[src/rtl/phy_tx_lanes_if.sv]
// Word-input handshake and per-lane symbol outputs of the multi-lane PHY transmit path.
// The master side drives words and the lane count; the slave side is the transmitter.
interface phy_tx_lanes_if #(
  parameter int LANES  = 4,
  parameter int WORD_W = 32,
  parameter int BYTE_W = 8
);
  logic [WORD_W-1:0]       data_in;
  logic                    valid_in;
  logic                    ready_out;
  logic [$clog2(LANES):0]  active_lanes;
  logic [LANES*BYTE_W-1:0] data_out;
  logic [LANES-1:0]        valid_out;
  logic                    idle_out;

  modport master (
    output data_in, valid_in, active_lanes,
    input  ready_out, data_out, valid_out, idle_out
  );

  modport slave (
    input  data_in, valid_in, active_lanes,
    output ready_out, data_out, valid_out, idle_out
  );
endinterface

[src/rtl/phy_tx_lanes.sv]
// Stripes input words round-robin over a run-time lane count; each lane buffers words
// in a small FIFO and serialises them MSB-first, one symbol per clock, gap-free.
module phy_tx_lanes #(
  parameter int                LANES    = 4,
  parameter int                WORD_W   = 32,
  parameter int                BYTE_W   = 8,
  parameter int                DEPTH    = 4,
  parameter logic [BYTE_W-1:0] IDLE_SYM = 8'hBC
) (
  input  logic          clk_32f,
  input  logic          reset,
  phy_tx_lanes_if.slave io_bus
);
  localparam int            LW        = $clog2(LANES) + 1;
  localparam int            PW        = $clog2(DEPTH) + 1;
  localparam int            NB        = WORD_W / BYTE_W;
  localparam int            KW        = (NB > 1) ? $clog2(NB) : 1;
  localparam logic [KW-1:0] K_LAST    = KW'(NB - 1);
  localparam logic [LW-1:0] LANES_MAX = LW'(LANES);

  typedef enum logic {S_IDLE, S_SEND} ser_state_t;

  logic [LW-1:0]           r_lanes;
  logic [LW-1:0]           r_wr_lane;
  logic [LW-1:0]           w_wr_inc;
  logic [LW-1:0]           w_req_lanes;
  logic [LANES-1:0]        w_full;
  logic [LANES-1:0]        w_empty;
  logic [LANES-1:0]        w_busy;
  logic [LANES-1:0]        w_push;
  logic [LANES-1:0]        w_valid_out;
  logic [LANES*BYTE_W-1:0] w_data_out;
  logic                    w_full_sel;
  logic                    w_ready;
  logic                    w_xfer;
  logic                    w_idle;

  // Out-of-range requests fall back to the full lane count.
  assign w_req_lanes = (io_bus.active_lanes == '0 || io_bus.active_lanes > LANES_MAX)
                       ? LANES_MAX : io_bus.active_lanes;

  always_comb begin
    w_full_sel = 1'b0;
    for (int i = 0; i < LANES; i++) begin
      if (r_wr_lane == LW'(i)) w_full_sel = w_full[i];
    end
  end

  assign w_ready  = !reset && !w_full_sel;
  assign w_xfer   = io_bus.valid_in && w_ready;
  assign w_idle   = (&w_empty) && !(|w_busy);
  assign w_wr_inc = r_wr_lane + 1'b1;

  // Lane count only changes while nothing is in flight, so striping never splits mid-mode.
  always_ff @(posedge clk_32f) begin
    if (reset) begin
      r_lanes   <= w_req_lanes;
      r_wr_lane <= '0;
    end else if (w_xfer) begin
      r_wr_lane <= (w_wr_inc >= r_lanes) ? '0 : w_wr_inc;
    end else if (w_idle) begin
      r_lanes   <= w_req_lanes;
      r_wr_lane <= '0;
    end
  end

  for (genvar gi = 0; gi < LANES; gi++) begin : g_lane
    logic [WORD_W-1:0] r_mem [DEPTH];
    logic [PW-1:0]     r_wptr;
    logic [PW-1:0]     r_rptr;
    logic [WORD_W-1:0] w_rd_word;
    logic              w_pop;
    ser_state_t        r_state;
    logic [KW-1:0]     r_k;
    logic [WORD_W-1:0] r_shift;
    logic [BYTE_W-1:0] r_sym;
    logic              r_vld;

    assign w_empty[gi] = (r_wptr == r_rptr);
    assign w_full[gi]  = (r_wptr[PW-1] != r_rptr[PW-1]) &&
                         (r_wptr[PW-2:0] == r_rptr[PW-2:0]);
    assign w_push[gi]  = w_xfer && (r_wr_lane == LW'(gi));
    assign w_rd_word   = r_mem[r_rptr[PW-2:0]];
    assign w_pop       = !w_empty[gi] && (r_state == S_IDLE || r_k == K_LAST);
    assign w_busy[gi]  = (r_state == S_SEND) && (r_k != K_LAST);

    always_ff @(posedge clk_32f) begin
      if (w_push[gi]) r_mem[r_wptr[PW-2:0]] <= io_bus.data_in;
    end

    always_ff @(posedge clk_32f) begin
      if (reset) begin
        r_wptr <= '0;
        r_rptr <= '0;
      end else begin
        if (w_push[gi]) r_wptr <= r_wptr + 1'b1;
        if (w_pop)      r_rptr <= r_rptr + 1'b1;
      end
    end

    // r_shift holds the bytes of the current word still to be presented.
    always_ff @(posedge clk_32f) begin
      if (reset) begin
        r_state <= S_IDLE;
        r_k     <= '0;
        r_shift <= '0;
        r_sym   <= IDLE_SYM;
        r_vld   <= 1'b0;
      end else if (w_pop) begin
        r_state <= S_SEND;
        r_k     <= '0;
        r_sym   <= w_rd_word[WORD_W-1 -: BYTE_W];
        r_shift <= w_rd_word << BYTE_W;
        r_vld   <= 1'b1;
      end else if (r_state == S_SEND && r_k != K_LAST) begin
        r_k     <= r_k + 1'b1;
        r_sym   <= r_shift[WORD_W-1 -: BYTE_W];
        r_shift <= r_shift << BYTE_W;
        r_vld   <= 1'b1;
      end else begin
        r_state <= S_IDLE;
        r_k     <= '0;
        r_sym   <= IDLE_SYM;
        r_vld   <= 1'b0;
      end
    end

    assign w_data_out[gi*BYTE_W +: BYTE_W] = r_sym;
    assign w_valid_out[gi]                 = r_vld;
  end

  assign io_bus.ready_out = w_ready;
  assign io_bus.idle_out  = w_idle;
  assign io_bus.data_out  = w_data_out;
  assign io_bus.valid_out = w_valid_out;
endmodule

[src/flat_wrapper.sv]
// flat-port wrapper written by rule: the top's interface ports become plain ports
module phy_tx_lanes_flat 
#(
  parameter int                LANES    = 4,
  parameter int                WORD_W   = 32,
  parameter int                BYTE_W   = 8,
  parameter int                DEPTH    = 4,
  parameter logic [BYTE_W-1:0] IDLE_SYM = 8'hBC
)
  (clk_32f, reset, io_bus_data_in, io_bus_valid_in, io_bus_active_lanes, io_bus_ready_out, io_bus_data_out, io_bus_valid_out, io_bus_idle_out);
  phy_tx_lanes_if #(.LANES(LANES), .WORD_W(WORD_W), .BYTE_W(BYTE_W)) io_bus_i ();
  input  logic clk_32f;
  input  logic reset;
  input wire logic [$bits(io_bus_i.data_in)-1:0] io_bus_data_in;
  input wire logic [$bits(io_bus_i.valid_in)-1:0] io_bus_valid_in;
  input wire logic [$bits(io_bus_i.active_lanes)-1:0] io_bus_active_lanes;
  output wire logic [$bits(io_bus_i.ready_out)-1:0] io_bus_ready_out;
  output wire logic [$bits(io_bus_i.data_out)-1:0] io_bus_data_out;
  output wire logic [$bits(io_bus_i.valid_out)-1:0] io_bus_valid_out;
  output wire logic [$bits(io_bus_i.idle_out)-1:0] io_bus_idle_out;
  assign io_bus_i.data_in = io_bus_data_in;
  assign io_bus_i.valid_in = io_bus_valid_in;
  assign io_bus_i.active_lanes = io_bus_active_lanes;
  assign io_bus_ready_out = io_bus_i.ready_out;
  assign io_bus_data_out = io_bus_i.data_out;
  assign io_bus_valid_out = io_bus_i.valid_out;
  assign io_bus_idle_out = io_bus_i.idle_out;
  phy_tx_lanes #(.LANES(LANES), .WORD_W(WORD_W), .BYTE_W(BYTE_W), .DEPTH(DEPTH), .IDLE_SYM(IDLE_SYM)) u_core (.clk_32f(clk_32f), .reset(reset), .io_bus(io_bus_i));
endmodule
[config.mk]
export PLATFORM = sky130hd
export DESIGN_NAME = phy_tx_lanes_flat
export DESIGN_NICKNAME = d
export VERILOG_FILES = /design/src/rtl/phy_tx_lanes_if.sv /design/src/rtl/phy_tx_lanes.sv /design/src/flat_wrapper.sv
export SDC_FILE = /design/constraint.sdc
export NUM_CORES = 1
export LEC_CHECK = 0
export CORE_MARGIN = 10
export CORE_UTILIZATION = 40
export CTS_BUF_LIST = sky130_fd_sc_hd__clkbuf_16
export DETAILED_ROUTE_END_ITERATION = 8
export HOLD_SLACK_MARGIN = 0.02
export PLACE_DENSITY_LB_ADDON = 0.08
export SLEW_MARGIN = 20
export SYNTH_ARGS = -nofsm -noshare
export SYNTH_HDL_FRONTEND = slang
export SYNTH_SLANG_ARGS = --single-unit
[constraint.sdc]
create_clock -name clk_32f -period 9.1 [get_ports clk_32f]
set_input_delay 2.275 -clock clk_32f [delete_from_list [all_inputs] [get_ports clk_32f]]
set_output_delay 2.275 -clock clk_32f [all_outputs]
set_load 0.01 [all_outputs]
After elaboration in Yosys (flattened, before gate mapping)
Memory sizes are Yosys's and may differ from the RTL's. A register that Yosys moved wholly into a read port is not among the register bits.
Cells that the tools add are included.
- memories kept: 4
- output and inout bits: 38
- input port bits: 38
- RAM bits: 512
- bits in registers: 174
- logic and storage cells: 190
- memory list (name ; depth ; width ; rd ports ; clocked after memory_dff ; write ports ; RTL line ; RTL):
    u_core.g_lane[0].r_mem ; 4 ; 32 ; 1 ; 1 ; 1 ; phy_tx_lanes.sv:68 ; logic [WORD_W-1:0] r_mem [DEPTH];
    u_core.g_lane[1].r_mem ; 4 ; 32 ; 1 ; 1 ; 1 ; phy_tx_lanes.sv:68 ;
    u_core.g_lane[2].r_mem ; 4 ; 32 ; 1 ; 1 ; 1 ; phy_tx_lanes.sv:68 ;
    u_core.g_lane[3].r_mem ; 4 ; 32 ; 1 ; 1 ; 1 ; phy_tx_lanes.sv:68 ;
- equality and inequality tests: 28
- bitwise logic cells: 8
- multiplexer cells: 59
- reductions and logical operators: 46
- $lt $le $gt $ge: 2
- $add $sub $neg: 13
- operators with widths (cell ; count):
    32-bit 2-to-1 mux ; 8
    8-bit 2-to-1 mux ; 8
    1-bit 2-to-1 mux ; 28
    3-bit by 1-bit adder with 3-bit output, second input constant ; 9
    3-bit 2-to-1 mux ; 7
    1-bit logical AND ; 19
    2-bit != test, second input constant ; 9
    2-bit 2-to-1 mux ; 8
    3-bit equality test ; 4
    2-bit nonzero test ; 6
    3-bit OR reduction ; 4
    2-bit by 1-bit adder with 2-bit output, second input constant ; 4
    2-bit equality test ; 4
    2-bit equality test, second input constant ; 4
    1-bit inverter ; 8
    1-bit logical NOT ; 7
    3-bit by 2-bit equality test with 1-bit output, second input constant ; 2
    3-bit logical NOT ; 2
    1-bit logical OR ; 5
    1-bit != test ; 4
    4-bit AND reduction ; 1
    4-bit OR reduction ; 1
    3-bit by 1-bit equality test with 1-bit output, second input constant ; 1
    3-bit greater-or-equal comparator ; 1
    2 further kinds ; 2

Longest topological paths before layout
- depth after elaboration: 12
- gate-level depth with buffers: 8
- mapped depth without buffers: 7

Worst setup path before layout
OpenSTA, ideal clock, no wires.
- path kind: input to output
- from: in reset
- to: out io_bus_ready_out
- path slack: 3.850 ns
- required time: 6.825 ns
- cell stages on the path: 4
- buffers on the path: 1
- data arrival time: 2.975 ns
- path through: clkbuf_1 -> inv_1 -> o41a_1 -> and2_1
- cells in the longest elaborated chain, start to end: 2
- RTL lines (what ; RTL line ; RTL):
    start, declared ; flat_wrapper.sv:13 ; input logic reset;
    1-bit logical NOT ; phy_tx_lanes.sv:49 ; assign w_ready = !reset && !w_full_sel;
    1-bit logical AND ; phy_tx_lanes.sv:49 ;
    end, declared ; flat_wrapper.sv:17 ; output wire logic [$bits(io_bus_i.ready_out)-1:0] io_bus_ready_out;
No other way between the ends.

Final worst setup path
Ends and elaborated chain as after synthesis.

==> flow_summary.yaml <==
placed_design:
  hpwl_um: 34900
  dp_cells: 2452
  portBuffers: 75
  pre_cts_ws_ns: 2.83
  place_congestion: 0.731
setup_path:
  crit_type: "in2out"
  r2r_end: "u_core.g_lane[1].r_mem[1][23]"
  slowest_stage: "buf_4"
  crit_family: "buffers and inverters"
  rr_worst_depth: 6
  cp_max_fo: 53
  cp.required_ns: 6.83
  crit_start: "reset"
  cp.arrival_ns: 3.98
  cp_num_buf_inv: 3
  start_kind: "input pin"
  cp_slowest_stage_delay_ns: 0.53
  rrSetupSlack_ns: 6.05
  reg2reg_from: "u_core.r_wr_lane[1]"
  endpoint_kind: "output pin"
  cp_cell_sequence: "buf_4, inv_1, o41a_1, and2_1, clkdlybuf4s50_1"
sta:
  slew_violations: 0
  hold_viol_final: 0
  finalCritPeriodShare: 0.687
  postLayoutSetupSlackWorst_ns: 2.85
  worst_slew_pin_slew_ns: 1.15
  fin_tns_setup_ns: 0
  fin_crit_ns: 6.25
  finalClockSkew_ns: 0.0110
  fmax_mhz: 160
  slew_headroom: 0.234
  rsz0062_at_grt: "false"
  setup_viol: 0
power:
  p_comb_frac: 0.192
  p_leak_nw: 9.86
  powerDensity_mw_per_mm2: 277
  swShare: 0.274
  vdd_drop_max_uv: 134
  clock_power_share: 0.349
  p_int_mw: 6.04
  switchingPower_mw: 2.28
  p_seq_frac: 0.459
route:
  drt_iter0_drc: 1045
  vias: 13800
  ant_nets: 0
  viasPerCell: 5.34
  routed_wl_um: 63400
  drtPass1Iterations: 5
  wire_per_inst_um: 24.5
  drc: 0
global_route:
  grt_usage: 0.169
  grt-ovfl-total: 0
  grt_max_degree: 64
  grt_pass1_vias: 14400
  grt_pass1_wl_um: 94000
  antenna_found_initial: 6
logic_synthesis:
  avgSynthCellArea_um2: 16.3
  ys_ff_latch: 694
  syn_inst: 1591
  synth_top_area_cell: "edfxtp_1"
  yosys_warnings: 0
  synth_seq_area_share: 0.733
  synth_nets: 1661
  synth_top_cell_area_share: 0.595
  synth.area.top_cells: "edfxtp_1 (59%), dfxtp_1 (14%), mux4_2 (11%)"
  synth_ff_type: "edfxtp_1"
  netlist_area_mm2: 0.0260
  synth.distinct_cells: 40
  synth_edf_count: 515
  async_flop_share: 0
clock_tree:
  clock_path_buffers: 3
  path_clk_slew_ns: 0.06
  cts_tree: "yes"
  insertion_delay_ns: 0.60
  cts-htree-levels: 3
  postCtsSetupRepairBufs: 0
  postCtsHoldBufs: 0
  cts.sinks: 694
  cts_buffers: 76
  cts_resized: 0
  cts_root_buf: "clkbuf_16"
job:
  max_cap_viol_count: 0
worst_hold_path:
  min_to: "u_core.g_lane[2].r_k[0]"
  hp-start: "u_core.g_lane[2].r_k[0]"
  hp-class: "reg2reg"
  worstHoldPathCells: 1
outcome:
  run_status: "finished, final reports clean"
die:
  core_mm2: 0.0643
  die_h_um: 275
  ioPinCount: 76
  die_w_um: 275
  rows: 93
  start_util: 0.404
  die_area_mm2: 0.0756
cells_and_area:
  layout-drive-gt1-share: 0.161
  layout.cells.non_filler: 2592
  num-nets-final: 1745
  area_growth_pct: 15.6
==> metal layers <==
| metal | track usage | part of all wire | vias up |
|---|---|---|---|
| met5 | 0 | 0 | - |
| met2 | 0.272 | 0.47 | 311 |
| li1 | - | - | 6252 |
| met4 | 0.0528 | 0.021 | 0 |
| met1 | 0.233 | 0.46 | 7198 |
| met3 | 0.0263 | 0.046 | 75 |
==> worst register-to-register path: stages (launching register included) <==
cell     delay, ns
dfxtp_1       0.38
inv_1         0.08
ha_1          0.19
or3b_1        0.34
or4b_1        0.51
a311o_1       0.50
and3_2        0.64
==> power groups by stage <==
| stage | Sequential (mW) | Combinational [mW] | Clock (mW) |
|---|---|---|---|
| 4_1_cts | 3.82 | 1.64 | 2.98 |
| 2_1_floorplan | 3.85 | 1.10 | 0 |
| 6_report | 3.82 | 1.60 | 2.90 |
| 5_1_grt | 3.85 | 1.77 | 3.10 |
| 3_3_place_gp | 3.88 | 1.62 | 0 |
| 3_5_place_dp | 3.89 | 1.63 | 0 |
==> area by class of cell <==
| class | instances | area, um2 |
|---|---|---|
| clock buffers | 82 | 2050 |
| clock inverters | 57 | 315 |
| fillers | 5575 | 34300 |
| well taps | 855 | 1070 |
| repair buffers | 105 | 973 |
| inverters | 16 | 60.1 |
| diodes | 1 | 2.50 |
| multi-input cells | 782 | 6530 |
| flip-flops and latches | 694 | 19100 |
==> through the flow <==
stage | hold slack (ns) | area (um2) | util | power (mW)
floorplan | 0.404 | 26000 | - | 4.94
global placement | 0.413 | 27700 | 0.430 | 5.50
detailed placement | 0.416 | 27700 | 0.430 | 5.52
CTS | 0.427 | 30000 | 0.467 | 8.44
global route | 0.444 | 30000 | 0.467 | 8.72
finish | 0.424 | 30100 | 0.467 | 8.32
==> state kept, by name, summed over array words and instances (netlist names), 4 cells and up, named ones only <==
signal and cells:
u_core.g_lane.r_shift 96, u_core.g_lane.r_sym 32, u_core.g_lane.r_k 8, u_core.g_lane.r_state 4, u_core.g_lane.r_rptr 12, u_core.g_lane.r_vld 4
u_core.g_lane.r_mem 512, u_core.g_lane.r_wptr 12
==> cells by family after synthesis <==
logic type,share of synthesized area
DFF,0.733
buffers and inverters,0.0178
muxes,0.115
xor gates and xnor gates,0.00842
AOI/OAI and AO/OA,0.0389
and+or+nand+nor,0.0721
adders and majority gates,0.0154
==> worst max-delay path by stage <==
stage                  endpoint  slack (ns)  cells after the start
3_3_place_gp   io_bus_ready_out        2.84                      5
2_1_floorplan  io_bus_ready_out        3.85                      4
3_5_place_dp   io_bus_ready_out        2.83                      5
5_1_grt        io_bus_ready_out        2.74                      5
4_1_cts        io_bus_ready_out        2.83                      5
6_report       io_bus_ready_out        2.85                      5
==> Yosys cell counts, types with 2 or more instances <==
master    instances
edfxtp_1        515
nand2_1         217
dfxtp_1         179
mux4_2          128
nor2_1          116
clkbuf_1         74
a311oi_1         65
a21oi_1          49
ha_1             32
nor3_1           28
nand3_1          24
o21ai_0          24
and3_1           17
inv_1            16
xor2_1           16
buf_2            13
mux2i_1          10
xnor2_1           9
buf_1             8
nor2b_1           8
and2_1            6
nand2b_1          6
buf_4             4
nor4_1            4
or3_1             4
a41oi_1           2
and3_4            2
nand4_1           2
o21ai_1           2
==> cell usage in the layout, fill, tap and decap left out, types with 31 or more instances in the layout <==
cell,n
buf_4,31
inv_1,36
nor2_1,116
mux4_2,128
nand2_1,217
a311oi_1,65
dfxtp_1,175
ha_1,32
clkbuf_16,82
a21oi_1,49
edfxtp_1,515
clkdlybuf4s50_1,74
(Power assumes the default switching activity.)
